**config.mk**
```make
export PLATFORM = sky130hd
export DESIGN_NAME = keypad_scan_rx
export DESIGN_NICKNAME = d
export VERILOG_FILES = /design/src/rtl/keypad_scan_rx.sv
export SDC_FILE = /design/constraint.sdc
export NUM_CORES = 1
export LEC_CHECK = 0
export BUFFER_PORTS_ARGS = -buffer_cell sky130_fd_sc_hd__buf_4
export CORE_MARGIN = 3
export CORE_UTILIZATION = 63
export DETAILED_ROUTE_END_ITERATION = 8
export GPL_ROUTABILITY_DRIVEN = 0
export PLACE_DENSITY = 0.92
export SLEW_MARGIN = 5
export SYNTH_ARGS = -nofsm -noshare
export SYNTH_HDL_FRONTEND = slang
export SYNTH_SLANG_ARGS = --single-unit
```
**constraint.sdc**
```tcl
create_clock -name clk -period 7.4 [get_ports clk]
set_input_delay 0.74 -clock clk [delete_from_list [all_inputs] [get_ports clk]]
set_output_delay 0.74 -clock clk [all_outputs]
set_load 0.02 [all_outputs]
```
**src/rtl/keypad_scan_rx.sv**
```systemverilog
// 4x4 matrix keypad scanner: column drive, row sync, debounce, hex decode, 4-digit entry register.
// Optional auto-repeat while a key is held is enabled by defining KEYPAD_AUTOREPEAT_EN.
module keypad_scan_rx #(
  parameter int SCAN_DIV     = 100000,
  parameter int DEBOUNCE     = 4,
  parameter int REPEAT_DELAY = 50,
  parameter int REPEAT_RATE  = 10
) (
  input  logic        clk,
  input  logic        rst,
  input  logic [3:0]  row,
  output logic [3:0]  col,
  output logic [3:0]  key_code,
  output logic        key_valid,
  output logic        key_held,
  output logic [15:0] entry
);

  localparam int SLOT_W = $clog2(SCAN_DIV);
  localparam int DB_W   = $clog2(DEBOUNCE + 1);

  typedef enum logic [1:0] {
    S_IDLE,
    S_PRESS_DB,
    S_PRESSED,
    S_RELEASE_DB
  } state_t;

  function automatic logic [3:0] key_map(input logic [1:0] c, input logic [1:0] r);
    logic [3:0] code;
    case ({c, r})
      4'h0: code = 4'h1;
      4'h1: code = 4'h4;
      4'h2: code = 4'h7;
      4'h3: code = 4'h0;
      4'h4: code = 4'h2;
      4'h5: code = 4'h5;
      4'h6: code = 4'h8;
      4'h7: code = 4'hF;
      4'h8: code = 4'h3;
      4'h9: code = 4'h6;
      4'hA: code = 4'h9;
      4'hB: code = 4'hE;
      4'hC: code = 4'hA;
      4'hD: code = 4'hB;
      4'hE: code = 4'hC;
      default: code = 4'hD;
    endcase
    return code;
  endfunction

  logic [3:0]        row_meta_q, row_sync_q;
  logic [SLOT_W-1:0] slot_q, slot_d;
  logic [1:0]        idx_q, idx_d;
  logic [3:0]        col_q;
  logic              sample, scan_end;

  logic [2:0]        col_low_cnt;
  logic              col_hit;
  logic [3:0]        col_code;
  logic [1:0]        acc_cnt_q;
  logic              acc_hit_q;
  logic [3:0]        acc_code_q;
  logic [2:0]        sum_cnt;
  logic              scan_pressed;
  logic [3:0]        scan_code;

  state_t            state_q;
  logic [3:0]        cand_q;
  logic [DB_W-1:0]   db_cnt_q, db_inc;
  logic              db_reach, match;
  logic [3:0]        key_code_q;
  logic              key_valid_q, key_held_q;
  logic [15:0]       entry_q;

  always_ff @(posedge clk) begin
    if (rst) begin
      row_meta_q <= 4'hF;
      row_sync_q <= 4'hF;
    end else begin
      row_meta_q <= row;
      row_sync_q <= row_meta_q;
    end
  end

  assign sample   = (slot_q == SLOT_W'(SCAN_DIV - 1));
  assign scan_end = sample && (idx_q == 2'd3);

  always_comb begin
    slot_d = slot_q + SLOT_W'(1);
    idx_d  = idx_q;
    if (sample) begin
      slot_d = '0;
      idx_d  = idx_q + 2'd1;
    end
  end

  // Column drive is registered so the decoder cannot glitch onto the keypad.
  always_ff @(posedge clk) begin
    if (rst) begin
      slot_q <= '0;
      idx_q  <= 2'd0;
      col_q  <= 4'b1110;
    end else begin
      slot_q <= slot_d;
      idx_q  <= idx_d;
      if (sample) col_q <= ~(4'b0001 << idx_d);
    end
  end

  assign col = col_q;

  // Walk rows high to low so the lowest low row leaves its code behind.
  always_comb begin
    col_low_cnt = 3'd0;
    col_hit     = 1'b0;
    col_code    = 4'h0;
    for (int r = 3; r >= 0; r--) begin
      if (!row_sync_q[r]) begin
        col_low_cnt = col_low_cnt + 3'd1;
        col_hit     = 1'b1;
        col_code    = key_map(idx_q, 2'(r));
      end
    end
  end

  assign sum_cnt      = {1'b0, acc_cnt_q} + col_low_cnt;
  assign scan_pressed = (sum_cnt == 3'd1);
  assign scan_code    = acc_hit_q ? acc_code_q : col_code;

  always_ff @(posedge clk) begin
    if (rst) begin
      acc_cnt_q  <= 2'd0;
      acc_hit_q  <= 1'b0;
      acc_code_q <= 4'h0;
    end else if (scan_end) begin
      acc_cnt_q  <= 2'd0;
      acc_hit_q  <= 1'b0;
      acc_code_q <= 4'h0;
    end else if (sample) begin
      acc_cnt_q <= (sum_cnt >= 3'd2) ? 2'd2 : sum_cnt[1:0];
      if (!acc_hit_q && col_hit) begin
        acc_hit_q  <= 1'b1;
        acc_code_q <= col_code;
      end
    end
  end

  assign match    = scan_pressed && (scan_code == cand_q);
  assign db_reach = (db_cnt_q == DB_W'(DEBOUNCE - 1));
  assign db_inc   = (db_cnt_q == DB_W'(DEBOUNCE)) ? db_cnt_q : db_cnt_q + DB_W'(1);

`ifdef KEYPAD_AUTOREPEAT_EN
  localparam int REP_W      = $clog2(REPEAT_DELAY + 1);
  localparam int REP_RELOAD = (REPEAT_DELAY > REPEAT_RATE) ? REPEAT_DELAY - REPEAT_RATE : 0;
  logic [REP_W-1:0] rep_q;
`endif

  always_ff @(posedge clk) begin
    if (rst) begin
      state_q     <= S_IDLE;
      cand_q      <= 4'h0;
      db_cnt_q    <= '0;
      key_code_q  <= 4'h0;
      key_valid_q <= 1'b0;
      key_held_q  <= 1'b0;
      entry_q     <= 16'h0000;
`ifdef KEYPAD_AUTOREPEAT_EN
      rep_q       <= '0;
`endif
    end else begin
      key_valid_q <= 1'b0;
      if (scan_end) begin
        case (state_q)
          S_IDLE: begin
            if (scan_pressed) begin
              state_q  <= S_PRESS_DB;
              cand_q   <= scan_code;
              db_cnt_q <= DB_W'(1);
            end
          end
          S_PRESS_DB: begin
            if (match) begin
              db_cnt_q <= db_inc;
              if (db_reach) begin
                state_q     <= S_PRESSED;
                key_code_q  <= cand_q;
                key_valid_q <= 1'b1;
                entry_q     <= {entry_q[11:0], cand_q};
                key_held_q  <= 1'b1;
              end
            end else begin
              state_q <= S_IDLE;
            end
          end
          S_PRESSED: begin
            if (!match) begin
              state_q  <= S_RELEASE_DB;
              db_cnt_q <= DB_W'(1);
`ifdef KEYPAD_AUTOREPEAT_EN
              rep_q    <= '0;
            end else if (rep_q == REP_W'(REPEAT_DELAY - 1)) begin
              // Reload rather than clear so later repeats use the shorter rate.
              rep_q       <= REP_W'(REP_RELOAD);
              key_valid_q <= 1'b1;
              entry_q     <= {entry_q[11:0], cand_q};
            end else begin
              rep_q <= rep_q + REP_W'(1);
`endif
            end
          end
          default: begin
            if (match) begin
              state_q <= S_PRESSED;
            end else begin
              db_cnt_q <= db_inc;
              if (db_reach) begin
                state_q    <= S_IDLE;
                key_held_q <= 1'b0;
              end
            end
          end
        endcase
      end
    end
  end

  assign key_code  = key_code_q;
  assign key_valid = key_valid_q;
  assign key_held  = key_held_q;
  assign entry     = entry_q;

endmodule

```
## Word-level counts from Yosys, hierarchy flattened

Cells that the tools add are included.

| cells by class | value |
|---|---|
| add/subtract/negate cells | 7 |
| $mul | 0 |
| divide/modulo/power cells | 0 |
| magnitude comparators | 1 |
| equality and inequality tests | 16 |
| shift-type cells | 1 |
| mux-type cells | 38 |
| bitwise logic cells | 5 |
| reduce and logical (&&, ||, !) cells | 17 |

Operator list:

| cell | number |
|---|---|
| 4-bit one-hot mux with 4 select lines | 3 |
| 3-bit 2-to-1 mux | 8 |
| 4-bit 2-to-1 mux | 5 |
| 17-bit by 1-bit adder with 17-bit output (second input constant) | 1 |
| 17-bit == test (second input constant) | 1 |
| 2-bit 2-to-1 mux | 8 |
| 5-bit AND reduction | 3 |
| 3-bit by 1-bit adder with 3-bit output (second input constant) | 4 |
| 4-bit one-hot mux with 3 select lines | 1 |
| 1-bit 2-to-1 mux | 10 |
| 3-bit one-hot mux with 3 select lines | 1 |
| 2-bit == test (second input constant) | 3 |
| 2-bit != test (second input constant) | 3 |
| 2-bit one-hot mux with 3 select lines | 1 |
| 2-bit OR reduction | 3 |
| 5-bit nonzero test | 1 |
| 2-bit by 1-bit == test with 1-bit output (second input constant) | 2 |
| 4-bit == test | 1 |
| 2-bit logical NOT | 2 |
| 1-bit NOT | 4 |
| 4-bit NOT | 1 |
| 4-bit AND reduction | 1 |
| 4-bit OR reduction | 1 |
| 1-bit by 2-bit << shifter with 4-bit output (first input constant) | 1 |
| other kinds (14) | 16 |

| storage, ports and cells | value |
|---|---|
| bits in registers | 69 |
| bits in latches | 0 |
| memory bits (writable) | 0 |
| memory bits (read-only) | 0 |
| bits of input ports | 6 |
| output and inout bits | 26 |
| logic and storage cells | 100 |
| memories kept | 0 |

## Logic depth before layout (Yosys ltp)

| depth | value |
|---|---|
| depth after elaboration | 12 |
| depth in mapped cells | 14 |
| depth with buffers taken out | 13 |

## Worst setup path before layout

No wires, ideal clock.

| path | value |
|---|---|
| kind | register -> register |
| start | register row_sync_q[2] |
| end | register entry_q[10] (netlist: entry[10]) |
| setup time | 128 ps |
| arrival time | 3428 ps |
| required time | 7272 ps |
| slack | 3845 ps |
| cell stages (with the launch flop) | 14 |
| path buffers | 1 |
| clock period less this slack | 3555 ps |
| path through | dfxtp_1 inv_1 ha_1 xnor2_1 ha_1 mux2i_1 fa_1 xnor3_1 nor3_2 nand4_2 nor4_4 buf_6 mux2i_1 nor2_1 |

| between the ends | value |
|---|---|
| cells in the longest elaborated chain, start to end | 9 |
| elaborated cells between the ends (all ways) | 14 |
| classes of those cells | add/sub: 3; eq/ne: 2; mux: 7; reduce/logical: 2 |

RTL lines:

| what | RTL line | RTL |
|---|---|---|
| start: declaration | 52 | `logic [3:0] row_meta_q, row_sync_q;` |
| start signal: assignment | 82 | `row_sync_q <= row_meta_q;` |
| 3-bit 2-to-1 mux | 119 | `if (!row_sync_q[r]) begin` |
| 3-bit by 1-bit adder with 3-bit output | 120 | `col_low_cnt = col_low_cnt + 3'd1;` |
| 3-bit 2-to-1 mux | 119 |  |
| 3-bit by 1-bit adder with 3-bit output | 120 |  |
| 3-bit 2-to-1 mux | 119 |  |
| 2-bit by 3-bit adder with 3-bit output | 127 | `assign sum_cnt = {1'b0, acc_cnt_q} + col_low_cnt;` |
| 3-bit by 1-bit == test with 1-bit output | 128 | `assign scan_pressed = (sum_cnt == 3'd1);` |
| 1-bit logical AND (*) | 149 | `assign match = scan_pressed && (scan_code == cand_q);` |
| 4-bit AND reduction (no source line) (*) | -- |  |
| end signal: assignment | 189 | `entry_q <= {entry_q[11:0], cand_q};` |
| end: declaration | 74 | `logic [15:0] entry_q;` |

Mark *: on every way between the ends. The rest lies on a longest branch, timed or not.
A chain may end at the register's enable or synchronous reset.

## Worst setup path in the final report

| path | value |
|---|---|
| start | register row_sync_q[2] |
| end | register db_cnt_q[0] |

| between the ends | value |
|---|---|
| cells in the longest elaborated chain, start to end | 10 |
| elaborated cells between the ends (all ways) | 18 |
| classes of those cells | add/sub: 3; eq/ne: 6; mux: 7; reduce/logical: 2 |

RTL lines:

| what | RTL line | RTL |
|---|---|---|
| 3-bit 2-to-1 mux | 119 |  |
| 3-bit by 1-bit adder with 3-bit output | 120 |  |
| 3-bit 2-to-1 mux | 119 |  |
| 3-bit by 1-bit adder with 3-bit output | 120 |  |
| 3-bit 2-to-1 mux | 119 |  |
| 2-bit by 3-bit adder with 3-bit output | 127 |  |
| 3-bit by 1-bit == test with 1-bit output | 128 |  |
| 1-bit logical AND | 149 |  |
| 3-bit by 1-bit != test with 1-bit output (no source line) / 2-bit != test (equally long branches) | -- |  |
| 5-bit AND reduction (no source line) (*) | -- |  |
| end signal: assignment | 184 | `db_cnt_q <= db_inc;` |
| end signal: assignment | 216 | `db_cnt_q <= db_inc;` |
| end: declaration | 70 | `logic [DB_W-1:0] db_cnt_q, db_inc;` |

Marked as above.

==> metrics.yaml <==
via_count_of_the_first_global_routing_pass: 2548
cts.reportedPaths.clkPinSlew_ns: 0.07
area_growth_syn_to_layout_pct: 14.0
via_count: 2658
synth_cells: 362
nNetsFinal: 414
critical_path_peak_fanout: 8
timing.final.setup_violations: 0
design.core.area_um2: 4850
synth_async_sr_flop_share: 0
synth.ff_latch_count: 65
slew-limit-headroom: 0.551
grt_first_pass_wirelength_um: 11900
clock_insertion_delay_worst_skew_ns: 0.35
cts.sinks: 65
hold_path_startpoint: "row_meta_q[3]"
drc: 0
post_synth.cell_area_avg_um2: 8.98
grt_antenna_before_repair: 0
final_hold_viol_count: 0
grt_remaining_overflow: 0
detail_route.wirelength_um: 6760
worstPathRequired_ns: 7.69
cp_slowest_stage_delay_ns: 0.46
yosys_warnings: 0
whs_path_cells: 1
worst_r2r_startpoint: "row_sync_q[2]"
outcome: "finished clean"
ioPinCount: 32
initial_util: 0.670
antenna_violating_nets_post_route: 0
total_leakage_power_nw: 1.43
die_h_um: 77.8
final.hold.worst_slack_ns: 0.412
critPathArrivalTime_ns: 4.18
detail_route.first_pass.iterations: 5
hold_worst_path_end: "row_sync_q[3]"
diodes: 0
period_needed_ns: 3.88
final_max_slew_viol_count: 0
tritoncts_clock_tree: "done"
crit_path_end_kind: "flop"
worst_clock_skew_on_the_final_layout_ns: 0.00959
post_cts.resized_instances: 0
die_width_um: 77.8
vias_per_cell: 5.75
worst_r2r_endpoint: "db_cnt_q[0]"
worstHoldPathType: "reg2reg"
count_of_flip_flops_with_a_built_in_enable_after_synthesis: 0
worstRegToRegCells: 12
finalInstanceArea_um2: 3700
power_density_nw_per_um2: 191
ys_seq_area_frac: 0.400
syn-num-nets: 386
cts_hold_buf: 0
worst_setup_path_startpoint: "row_sync_q[2]"
die-area_um2: 6060
final_cell_utilization_of_the_core: 0.764
max_cap_violations: 0
slowest_cell_on_crit_path: "dfxtp_1"
grt_setup_unrepaired: "false"
worst_pin_slew_ns: 0.667
timing.reg2reg.setup_slack_ns: 3.52
post_cts.repair.setup_buffers: 0
achievable-frequency_ghz: 0.258
path_class: "reg2reg"
final-instance-count-excl-fill: 462
placementRows: 25
cts.htree.levels: 3
maximum_ir_drop_on_the_vdd_rail_mv: 0.146
clock_tree.root_cell: "clkbuf_8"
critical_path.cell_chain: "inv_1 > ha_1 > xnor2_1 > ha_1 > mux2i_1 > fa_1 > xnor3_1 > nor3_2 > nand4_2 > nor3_2 > mux2i_1 > o221a_1"
detail_route.wl_per_cell_um: 14.6
grt_start_max_net_pins: 40
synth-main-ff-cell: "dfxtp_1"
cts_buffers: 9
post_route_fraction_of_the_period_consumed_by_the_critical_path: 0.525
port_buffers: 31
grtUsageTotal: 0.246
netlist_area_before_placement_um2: 3250
post_dp_cell_area_um2: 3490
setup-tns-final_ns: 0
layout-drive-gt1-share: 0.167
cts_buffer_depth: 2
synth.lib_cells_used.distinct: 51
number_of_drc_markers_in_iteration_0: 250
numPlacedInstances: 446
detailedPlacementHpwl_um: 4580
critPathLaunchType: "flop"
## cells in the mapped netlist, types with 2 or more instances
master,number,area share
o21ai_0,9,0.014
inv_1,16,0.018
clkbuf_1,8,0.0092
dfxtp_1,65,0.40
nor2_1,63,0.073
nor3_2,2,0.0062
o311ai_0,2,0.0054
nand3_1,11,0.017
nand2_1,26,0.030
nor3_1,3,0.0046
or2_2,11,0.021
a21oi_1,11,0.017
a31oi_1,2,0.0038
xor2_1,12,0.032
a22oi_1,2,0.0046
xnor2_1,9,0.024
and3_1,6,0.012
mux2i_1,29,0.089
or3_1,2,0.0038
and2_1,2,0.0038
nor2b_1,2,0.0038
ha_1,17,0.065
nor3b_1,3,0.0069
nand3b_1,3,0.0069
nand4_1,8,0.015
and4_1,2,0.0054
a211o_1,3,0.0081
nor4_4,2,0.013
nand2b_1,3,0.0058
buf_4,6,0.014
a21o_1,2,0.0046
## state kept, by name, indices dropped and copies added, names as in the netlist, named ones only
register,flops
key_code,3
row_sync_q,4
col,4
db_cnt_q,3
idx_q,2
row_meta_q,4
entry,13
slot_q,17
cand_q,4
acc_cnt_q,2
key_held,1
key_valid,1
state_q,1
acc_code_q,4
acc_hit_q,1
## placed cells by master (no fill, tap or decap), drive strengths merged, types with 3 or more instances in the layout
cell,netlist,routed
mux2i,29,29
inv,16,17
or2,12,12
nand2b,3,3
nand4,9,9
nor3b,3,3
and3,6,6
dfxtp,65,65
nand3,11,11
o21ai,10,10
nand2,26,26
xnor2,9,9
clkbuf,8,11
a21oi,11,11
nor3,5,5
buf,8,33
ha,17,17
nor2,63,63
nor4,3,3
xor2,12,12
nand3b,3,3
a211o,3,3
## how the worst max path moves through the flow
stage	end	slack, ns	depth (start not counted)
final	db_cnt_q[0]	3.52	12
after global routing	db_cnt_q[0]	3.23	12
after CTS	db_cnt_q[0]	3.53	12
after detailed placement	db_cnt_q[0]	3.60	12
after global placement	db_cnt_q[0]	3.78	12
after floorplan	entry[10]	3.84	13
## logic make-up after synthesis
logic type               after synthesis  share of synthesized area
buffers and inverters                 33                     0.0477
AND/OR/NAND/NOR                      155                      0.245
XOR/XNOR                              22                     0.0635
flip-flops                            65                      0.400
multiplexers                          29                     0.0893
AO/OA/AOI/OAI                         40                     0.0828
adder cells (fa/ha/maj)               18                     0.0716
## power by group
group	switching, mW	internal, mW	leakage [nW]
logic	0.0198	0.0135	0.807
registers	0.00403	0.353	0.526
clock network	0.143	0.176	0.102
total	0.166	0.542	1.43
## area by class of cell
| type | count | area, um^2 |
|---|---|---|
| multi-input cells | 264 | 1790 |
| flip-flops and latches | 65 | 1300 |
| fillers | 326 | 1140 |
| repair buffers | 33 | 248 |
| clock buffers | 11 | 151 |
| well taps | 67 | 83.8 |
| inverters | 17 | 63.8 |
| clock inverters | 5 | 62.6 |
## stage by stage
stage                     power, mW  setup slack [ns]
final                         0.708              3.52
after global routing          0.733              3.23
after CTS                     0.710              3.53
after detailed placement      0.398              3.60
after global placement        0.396              3.78
after floorplan               0.390              3.84
## per-layer routing
metal  track usage  up-vias  share of wire
met3        0.0684       26          0.065
met5             0        -              0
met4         0.116        0          0.030
met1         0.304     1227           0.43
li1              -     1291              -
met2         0.396      114           0.47
## critical path: cells and delay by family, from the launching register on
| family | cells | cell delay, ns |
|---|---|---|
| fa+ha+maj | 3 | 1.08 |
| simple gates | 3 | 0.81 |
| xor+xnor | 2 | 0.60 |
| mux | 2 | 0.53 |
| flops | 1 | 0.46 |
| compound gates | 1 | 0.24 |
| buf+inv | 1 | 0.10 |
Note: power is estimated with default switching activity, not from simulation.
